### src/rtl/gate_array_seq_if.sv
// Handshake bundle for gate_array_seq: operand/op input channel and
// registered result channel, each with its own valid/ready pair.
interface gate_array_seq_if #(
  parameter int WIDTH = 8,
  parameter int CNT_W = 8
);
  logic [WIDTH-1:0] a;
  logic [WIDTH-1:0] b;
  logic [2:0]       op;
  logic             acc_mode;
  logic             in_valid;
  logic             in_last;
  logic             in_ready;
  logic [WIDTH-1:0] y;
  logic             y_zero;
  logic             y_parity;
  logic [CNT_W-1:0] beats;
  logic             out_valid;
  logic             out_ready;

  // Producer/consumer side that drives operands and accepts results
  modport master (
    output a, b, op, acc_mode, in_valid, in_last, out_ready,
    input  in_ready, y, y_zero, y_parity, beats, out_valid
  );

  // Gate unit side
  modport slave (
    input  a, b, op, acc_mode, in_valid, in_last, out_ready,
    output in_ready, y, y_zero, y_parity, beats, out_valid
  );
endinterface

### src/rtl/gate_array_seq.sv
// WIDTH-bit registered bitwise gate unit. In single mode every accepted
// beat produces one result; in accumulate mode a burst is folded left to
// right through the gate latched on the first beat, and one result is
// emitted when the last beat arrives.
module gate_array_seq #(
  parameter int WIDTH = 8,
  parameter int CNT_W = 8
) (
  input  logic              clk,
  input  logic              rst,
  gate_array_seq_if.slave   bus
);

  typedef enum logic [1:0] {
    IDLE = 2'd0,
    ACC  = 2'd1,
    HOLD = 2'd2
  } state_t;

  state_t           state, next_state;
  logic [WIDTH-1:0] acc, acc_next;
  logic [CNT_W-1:0] count, count_next;
  logic [2:0]       op_q, op_next;
  logic             mode_q, mode_next;
  logic             load_out;
  logic             accept;
  logic [WIDTH-1:0] y_q;
  logic             y_zero_q;
  logic             y_parity_q;
  logic [CNT_W-1:0] beats_q;

  // Selected bitwise gate; NOT/BUF look only at the first operand
  function automatic logic [WIDTH-1:0] gate_f(input logic [2:0] sel,
                                              input logic [WIDTH-1:0] x,
                                              input logic [WIDTH-1:0] z);
    logic [WIDTH-1:0] r;
    case (sel)
      3'd0:    r = x & z;
      3'd1:    r = x | z;
      3'd2:    r = x ^ z;
      3'd3:    r = ~(x & z);
      3'd4:    r = ~(x | z);
      3'd5:    r = ~(x ^ z);
      3'd6:    r = ~x;
      default: r = x;
    endcase
    return r;
  endfunction

  // A held result blocks new beats unless it is being consumed this cycle
  assign bus.in_ready  = (state != HOLD) || bus.out_ready;
  assign accept        = bus.in_valid && bus.in_ready;
  assign bus.out_valid = (state == HOLD);
  assign bus.y         = y_q;
  assign bus.y_zero    = y_zero_q;
  assign bus.y_parity  = y_parity_q;
  assign bus.beats     = beats_q;

  // Next-state, accumulator and counter update
  always_comb begin
    next_state = state;
    acc_next   = acc;
    count_next = count;
    op_next    = op_q;
    mode_next  = mode_q;
    load_out   = 1'b0;
    case (state)
      IDLE, HOLD: begin
        if (accept) begin
          op_next    = bus.op;
          mode_next  = bus.acc_mode;
          acc_next   = gate_f(bus.op, bus.a, bus.b);
          count_next = CNT_W'(1);
          if (!bus.acc_mode || bus.in_last) begin
            next_state = HOLD;
            load_out   = 1'b1;
          end else begin
            next_state = ACC;
          end
        end else if (state == HOLD && bus.out_ready) begin
          next_state = IDLE;
        end
      end
      ACC: begin
        if (accept) begin
          acc_next   = gate_f(op_q, acc, bus.a);
          count_next = (count == {CNT_W{1'b1}}) ? count : count + CNT_W'(1);
          // Only an accumulate burst can sit in ACC, so the latched mode
          // merely guards against ever stalling here in single mode.
          if (bus.in_last || !mode_q) begin
            next_state = HOLD;
            load_out   = 1'b1;
          end
        end
      end
      default: next_state = IDLE;
    endcase
  end

  // Control and accumulator registers
  always_ff @(posedge clk or posedge rst) begin
    if (rst) begin
      state  <= IDLE;
      acc    <= '0;
      count  <= '0;
      op_q   <= '0;
      mode_q <= 1'b0;
    end else begin
      state  <= next_state;
      acc    <= acc_next;
      count  <= count_next;
      op_q   <= op_next;
      mode_q <= mode_next;
    end
  end

  // Result registers, captured only when a result enters HOLD so they stay
  // stable through backpressure and keep their value after delivery
  always_ff @(posedge clk or posedge rst) begin
    if (rst) begin
      y_q        <= '0;
      y_zero_q   <= 1'b1;
      y_parity_q <= 1'b0;
      beats_q    <= '0;
    end else if (load_out) begin
      y_q        <= acc_next;
      y_zero_q   <= (acc_next == '0);
      y_parity_q <= ^acc_next;
      beats_q    <= count_next;
    end
  end

endmodule

### src/flat_wrapper.sv
// flat-port wrapper written by rule: the top's interface ports become plain ports
module gate_array_seq_flat 
#(
  parameter int WIDTH = 8,
  parameter int CNT_W = 8
)
  (clk, rst, bus_a, bus_b, bus_op, bus_acc_mode, bus_in_valid, bus_in_last, bus_out_ready, bus_in_ready, bus_y, bus_y_zero, bus_y_parity, bus_beats, bus_out_valid);
  gate_array_seq_if #(.WIDTH(WIDTH), .CNT_W(CNT_W)) bus_i ();
  input  logic clk;
  input  logic rst;
  input wire logic [$bits(bus_i.a)-1:0] bus_a;
  input wire logic [$bits(bus_i.b)-1:0] bus_b;
  input wire logic [$bits(bus_i.op)-1:0] bus_op;
  input wire logic [$bits(bus_i.acc_mode)-1:0] bus_acc_mode;
  input wire logic [$bits(bus_i.in_valid)-1:0] bus_in_valid;
  input wire logic [$bits(bus_i.in_last)-1:0] bus_in_last;
  input wire logic [$bits(bus_i.out_ready)-1:0] bus_out_ready;
  output wire logic [$bits(bus_i.in_ready)-1:0] bus_in_ready;
  output wire logic [$bits(bus_i.y)-1:0] bus_y;
  output wire logic [$bits(bus_i.y_zero)-1:0] bus_y_zero;
  output wire logic [$bits(bus_i.y_parity)-1:0] bus_y_parity;
  output wire logic [$bits(bus_i.beats)-1:0] bus_beats;
  output wire logic [$bits(bus_i.out_valid)-1:0] bus_out_valid;
  assign bus_i.a = bus_a;
  assign bus_i.b = bus_b;
  assign bus_i.op = bus_op;
  assign bus_i.acc_mode = bus_acc_mode;
  assign bus_i.in_valid = bus_in_valid;
  assign bus_i.in_last = bus_in_last;
  assign bus_i.out_ready = bus_out_ready;
  assign bus_in_ready = bus_i.in_ready;
  assign bus_y = bus_i.y;
  assign bus_y_zero = bus_i.y_zero;
  assign bus_y_parity = bus_i.y_parity;
  assign bus_beats = bus_i.beats;
  assign bus_out_valid = bus_i.out_valid;
  gate_array_seq #(.WIDTH(WIDTH), .CNT_W(CNT_W)) u_core (.clk(clk), .rst(rst), .bus(bus_i));
endmodule
### config.mk
export PLATFORM = sky130hd
export DESIGN_NAME = gate_array_seq_flat
export DESIGN_NICKNAME = d
export VERILOG_FILES = /design/src/rtl/gate_array_seq_if.sv /design/src/rtl/gate_array_seq.sv /design/src/flat_wrapper.sv
export SDC_FILE = /design/constraint.sdc
export NUM_CORES = 1
export LEC_CHECK = 0
export CAP_MARGIN = 10
export CORE_MARGIN = 5
export CORE_UTILIZATION = 51
export DETAILED_ROUTE_END_ITERATION = 6
export PLACE_DENSITY_LB_ADDON = 0.1
export SLEW_MARGIN = 20
export SYNTH_ARGS = -nofsm -noshare
export SYNTH_HDL_FRONTEND = slang
export SYNTH_SLANG_ARGS = --single-unit
### constraint.sdc
create_clock -name clk -period 2.5 [get_ports clk]
set_input_delay 0.375 -clock clk [delete_from_list [all_inputs] [get_ports clk]]
set_output_delay 0.375 -clock clk [all_outputs]
set_load 0.005 [all_outputs]
# Yosys cells after proc, flatten, opt, wreduce, memory -nomap -nowiden
# Cells that the tools add are included.
word_totals:
  ff_bits: 40
  elab_cells: 78
classes:
  add_sub_neg: 1
  n_eq_ne: 19
  mux: 20
  n_bitwise: 14
  reduce_logical: 15
ops:
  columns: ["op", "count"]
  rows:
  - ["case mux 8 bit (7 select lines)", 2]
  - ["inverter 8 bit", 8]
  - ["two-way mux 8 bit", 5]
  - ["case mux 8 bit (2 select lines)", 2]
  - ["== test 3 bit (second input constant)", 6]
  - ["bitwise AND 8 bit", 2]
  - ["OR 8 bit", 2]
  - ["bitwise XOR 8 bit", 2]
  - ["== test 3 x 2 -> 1 bit (second input constant)", 4]
  - ["two-way mux 2 bit", 5]
  - ["adder 8 x 1 -> 8 bit (second input constant)", 1]
  - ["== test 8 bit (second input constant)", 1]
  - ["zero test 8 bit", 1]
  - ["XOR reduction 8 bit", 1]
  - ["== test 3 x 1 -> 1 bit (second input constant)", 2]
  - ["zero test 3 bit", 2]
  - ["two-way mux 1 bit", 4]
  - ["inequality test 2 x 1 -> 1 bit (second input constant)", 2]
  - ["case mux 2 bit (2 select lines)", 1]
  - ["logical OR 1 bit", 3]
  - ["inequality test 3 x 1 -> 1 bit (second input constant)", 1]
  - ["AND reduction 3 bit", 1]
  - ["== test 2 x 1 -> 1 bit (second input constant)", 1]
  - ["== test 2 bit (second input constant)", 1]
  - ["7 further kinds", 9]

# Longest topological paths before layout
logic_depth:
  depth_word: 6
  ltp_mapped: 12
  ltp_nobuf: 11

# Worst setup path before layout
# No wires, ideal clock.
synth_path:
  path_kind: "input port to flip-flop"
  start: "input bus_a[3]"
  end: "register u_core.y_parity_q (netlist: u_core.bus.y_parity)"
  setup_time_ns: 0.128
  arrival_ns: 2.426
  slack_ns: -0.054
  path_stages: 11
  n_path_buf: 0
  path_cell_list: "inv_1 -> ha_1 -> or3b_2 -> a21oi_1 -> a211oi_1 -> a221oi_1 -> and2_1 -> ha_1 -> xnor2_1 -> xnor2_1 -> o21ai_0"
synth_via:
  elab_chain_cells: 6
  word_cells_on_any_way: 19
  classes_between: "mux: 5; bitwise: 13; reduce/logical: 1"
synth_lines:
  columns: ["element", "line", "rtl"]
  rows:
  - ["start, declared", "flat_wrapper.sv:11", "input wire logic [$bits(bus_i.a)-1:0] bus_a;"]
  - ["bitwise XOR 8 bit (tied with other cells)", "gate_array_seq.sv:40, gate_array_seq.sv:43", null]
  - ["inverter 8 bit, on equally long branches", "gate_array_seq.sv:43, gate_array_seq.sv:41, gate_array_seq.sv:42", null]
  - ["case mux 8 bit (7 select lines)", "gate_array_seq.sv:37", "case (sel)"]
  - ["two-way mux 8 bit, on equally long branches", "gate_array_seq.sv:85, gate_array_seq.sv:69", null]
  - ["case mux 8 bit (2 select lines) *", "gate_array_seq.sv:67", "case (state)"]
  - ["XOR reduction 8 bit *", "gate_array_seq.sv:128", "y_parity_q <= ^acc_next;"]
  - ["end signal, assigned", "gate_array_seq.sv:128", null]
  - ["end, declared", "gate_array_seq.sv:29", "logic y_parity_q;"]
# Mark *: on every way between the ends. The rest lies on a longest branch, timed or not.
# A chain may end at the register's enable or synchronous reset.

# Final worst setup path
layout_path:
  start: "register u_core.op_q[0]"
  end: "register u_core.y_parity_q (netlist: u_core.bus.y_parity)"
layout_via:
  elab_chain_cells: 5
  word_cells_on_any_way: 11
  classes_between: "eq/ne: 6; mux: 3; reduce/logical: 2"
layout_lines:
  columns: ["element", "line", "rtl"]
  rows:
  - ["start, declared", "gate_array_seq.sv:23", "logic [2:0] op_q, op_next;"]
  - ["start signal, assigned", "gate_array_seq.sv:112", "op_q <= op_next;"]
  - ["== test 3 bit (tied with other cells)", "gate_array_seq.sv:37", null]
  - ["case mux 8 bit (7 select lines) *", "gate_array_seq.sv:37", null]
  - ["two-way mux 8 bit *", "gate_array_seq.sv:85", "if (accept) begin"]
  - ["case mux 8 bit (2 select lines) *", "gate_array_seq.sv:67", null]
  - ["XOR reduction 8 bit *", "gate_array_seq.sv:128", null]
# Marks and branches as above.

==> flow_summary_export.csv <==
group,metric,value,unit
outcome,status,"finished clean",
pwr,p_seq_share,25.7,%
clock_tree,cts_buffer_depth,2,
yosys,synthCells,438,
pwr,p_int,2.30,mW
yosys,synth_flop_cell,"dfrtp_1",
run,cap_violations,0,
pwr,p_comb_share,53.4,%
global_route,grt_start_max_net_pins,41,
route,dr.pass1.iters,5,
clock_tree,clk-insertion-delay-late,0.30,ns
global_route,grt.total_usage,26.7,%
min_path,holdCritStartpoint,"u_core.bus.beats[7]$_DFFE_PP0P_",
yosys,synth.area.top_cells,"dfrtp_1 (27%), ha_1 (13%), nand2_1 (4.5%)",
die,die_h,94.0,um
yosys,synth_area,3590,um^2
setup_path,cp.required,2.69,ns
yosys,yosys_warnings,0,
setup_path,crit_path_start_kind,"register",
timing,tns,0,ns
yosys,syn_area_per_cell,8.21,um^2
setup_path,regToRegStartpoint,"u_core.op_q[0]$_DFFE_PP0P_",
die,die_w,94.0,um
die,core-area,6830,um^2
route,drtIter0Drc,266,
yosys,synth_cell_type_count,65,
placement,portBuffers,44,
die,design.portCount,45,
min_path,worstHoldPathType,"reg2reg",
route,num_vias,3934,
route,wl_per_cell,17.7,um
yosys,synth-seq-cells,40,
placement,gp_congestion,0.925,
yosys,syn_nets,500,
timing,grt_setup_unrepaired,"yes",
timing,hold_ws,0.488,ns
timing,setup_slack,0.0152,ns
setup_path,cp_max_fo,4,
route,via_per_inst,5.87,
die,start_util,52.6,%
setup_path,reg2reg_depth,10,
timing,fin_worst_skew,0.00583,ns
yosys,synth-edff-count,0,
setup_path,cp-end-kind,"register",
min_path,min_to,"u_core.bus.beats[7]$_DFFE_PP0P_",
layout,final_common_cell,"buf_4",
global_route,grt_first_pass_wirelength,18900,um
yosys,ys_seq_area_share,27.9,%
yosys,synth_largest_area_cell,"dfrtp_1",
layout,final_util,78.3,%
pwr,switchingPower,1.24,mW
pwr,vdd.ir_drop.worst,0.000515,V
clock_tree,cts.clk_slew.worst_paths,0.08,ns
clock_tree,cts_buffers,5,
clock_tree,cts.sinks,40,
route,drcViolationCount,0,
clock_tree,postCtsHoldBufs,0,
clock_tree,h-tree-depth,2,
timing,max_freq,0.402,GHz
setup_path,r2r_slack,0.02,ns
setup_path,r2r-end,"u_core.bus.y_parity$_DFFE_PP0P_",
layout,diodes,0,
pwr,switching_share,35.1,%
timing,layout_min_cycle_time,2.48,ns
setup_path,path_class,"reg2reg",
timing,setup_viol,0,
timing,slew_viol_final,0,
yosys,synth-async-reset-ratio,100,%
pwr,power_frac_clock,20.9,%
setup_path,startpoint,"u_core.op_q[0]$_DFFE_PP0P_",
layout,area_delta_synth_final,48.7,%
global_route,grt_pass1_vias,3964,
timing,hold_viol,0,
timing,period_share,99.4,%
layout,nNetsFinal,635,
layout,drive_above_1_share,33.4,%
min_path,min_path_cells,2,
yosys,netlist.area_leader.share,27.1,%
die,die_area,8830,um^2
route,antenna_left,0,
placement,place_ws,-0.616,ns
global_route,antenna_found_initial,0,
clock_tree,cts_tree,"yes",
die,rows,30,
route,drt_wl_total,11800,um
layout,final_cell_mix,"buf_4 (103), nand2_1 (43), dfrtp_1 (39), nor2_1 (33), inv_1 (27)",
timing,tightest_slew,0.530,ns
pwr,leakage,2.50,nW
timing,relSlewSlack,64.7,%
global_route,grt-ovfl-total,0,
clock_tree,ctsRootBufferMaster,"clkbuf_8",
setup_path,cp.arrival,2.67,ns
placement,dp_hpwl,8010,um
pwr,powerDensity,661,nW/um^2
[sequential cells by signal, summed over array words and instances (netlist names)]
signal	flops
u_core.bus.y_parity	1
u_core.bus.y	8
u_core.mode_q	1
u_core.count	8
u_core.acc	8
u_core.op_q	3
u_core.state	2
u_core.bus.y_zero	1
u_core.bus.beats	8
[worst max-delay path, stage by stage (launching register included)]
cell,delay [ns]
dfrtp_1,0.42
and3_4,0.18
a221o_2,0.39
buf_6,0.15
buf_6,0.11
a222oi_1,0.35
buf_4,0.19
ha_4,0.20
xnor2_2,0.16
xnor2_1,0.13
o21ai_1,0.08
[final cells by class]
cell class / count / area, um^2
repair buffers: 156 / 1320
multi-input cells: 334 / 2610
fillers: 487 / 1490
clock buffers: 5 / 68.8
well taps: 96 / 120
inverters: 36 / 135
clock inverters: 3 / 90.1
flip-flops and latches: 40 / 1000
[cells by family (layout without fill, tap and decap cells)]
| kind of cell | count (synthesis) | after routing | synth area share (%) |
|---|---|---|---|
| DFF | 40 | 40 | 27.9 |
| xor gates and xnor gates | 3 | 3 | 0.731 |
| adders and majority gates | 37 | 37 | 12.9 |
| muxes | 22 | 22 | 6.75 |
| and+or+nand+nor | 153 | 153 | 21.9 |
| buffers and inverters | 64 | 200 | 7.52 |
| AOI/OAI and AO/OA | 119 | 119 | 22.4 |
[synth_stat cells, types with 2 or more instances]
master,number
nand4_1,2
buf_1,2
o22ai_1,3
a21o_1,2
o21ai_0,21
mux2_2,8
and4_1,2
or3_1,3
buf_2,15
a211oi_1,11
mux2i_1,13
a31oi_1,8
a221oi_1,2
nor3_1,5
nor3b_1,3
o31a_1,3
nor2_1,36
inv_1,34
o31ai_1,6
o211ai_1,8
a32o_1,2
nand3_1,8
nor2b_1,12
nand2_1,43
nand3b_1,7
a311oi_1,4
or2_2,3
and3b_1,3
nand2b_1,13
a2111oi_0,2
or3b_2,2
and3_1,2
xnor2_1,3
clkbuf_1,9
a22oi_1,3
o21a_1,2
o32ai_1,2
a21oi_1,27
dfrtp_1,39
and2_1,4
ha_1,37
[metrics by stage]
stage | instance area, um^2 | instances | power (mW)
detailed placement | 4630 | 631 | 2.40
finish | 5350 | 670 | 3.54
CTS | 5020 | 656 | 3.31
global route | 5350 | 670 | 3.75
global placement | 4630 | 631 | 2.34
floorplan | 3590 | 438 | 1.76
[per-layer routing]
| metal | vias up | GRT usage (%) | wire length, um | part of all wire [%] |
|---|---|---|---|---|
| li1 | 1841 | - | - | - |
| met1 | 1884 | 34.3 | 4960 | 42 |
| met2 | 162 | 45.8 | 5730 | 48 |
| met3 | 47 | 3.69 | 675 | 5.7 |
| met5 | - | 0 | 0 | 0 |
| met4 | 0 | 9.39 | 464 | 3.9 |
[what timing repair did]
item / 4_1_cts / 5_1_grt
gates cloned: 1 / 0
setup buffers: 16 / 14
gates resized for setup: 34 / 61
pin swaps: 15 / 35
setup endpoints to repair: 2 / 4
[worst max-delay path by stage]
stage / end
6_report: u_core.bus.y_parity$_DFFE_PP0P_
3_5_place_dp: u_core.bus.y_parity$_DFFE_PP0P_
3_3_place_gp: u_core.bus.y_parity$_DFFE_PP0P_
5_1_grt: u_core.bus.y_parity$_DFFE_PP0P_
4_1_cts: u_core.bus.y_parity$_DFFE_PP0P_
2_1_floorplan: u_core.bus.y_parity$_DFFE_PP0P_
[power by group through the flow]
stage          Clock, mW  Sequential (mW)  Combinational [mW]
2_1_floorplan          0            0.885               0.877
3_3_place_gp           0            0.902                1.44
3_5_place_dp           0            0.908                1.49
4_1_cts            0.745            0.898                1.67
5_1_grt            0.768            0.925                2.05
6_report           0.741            0.909                1.89
No activity file was read; power rests on OpenSTA's default activity.
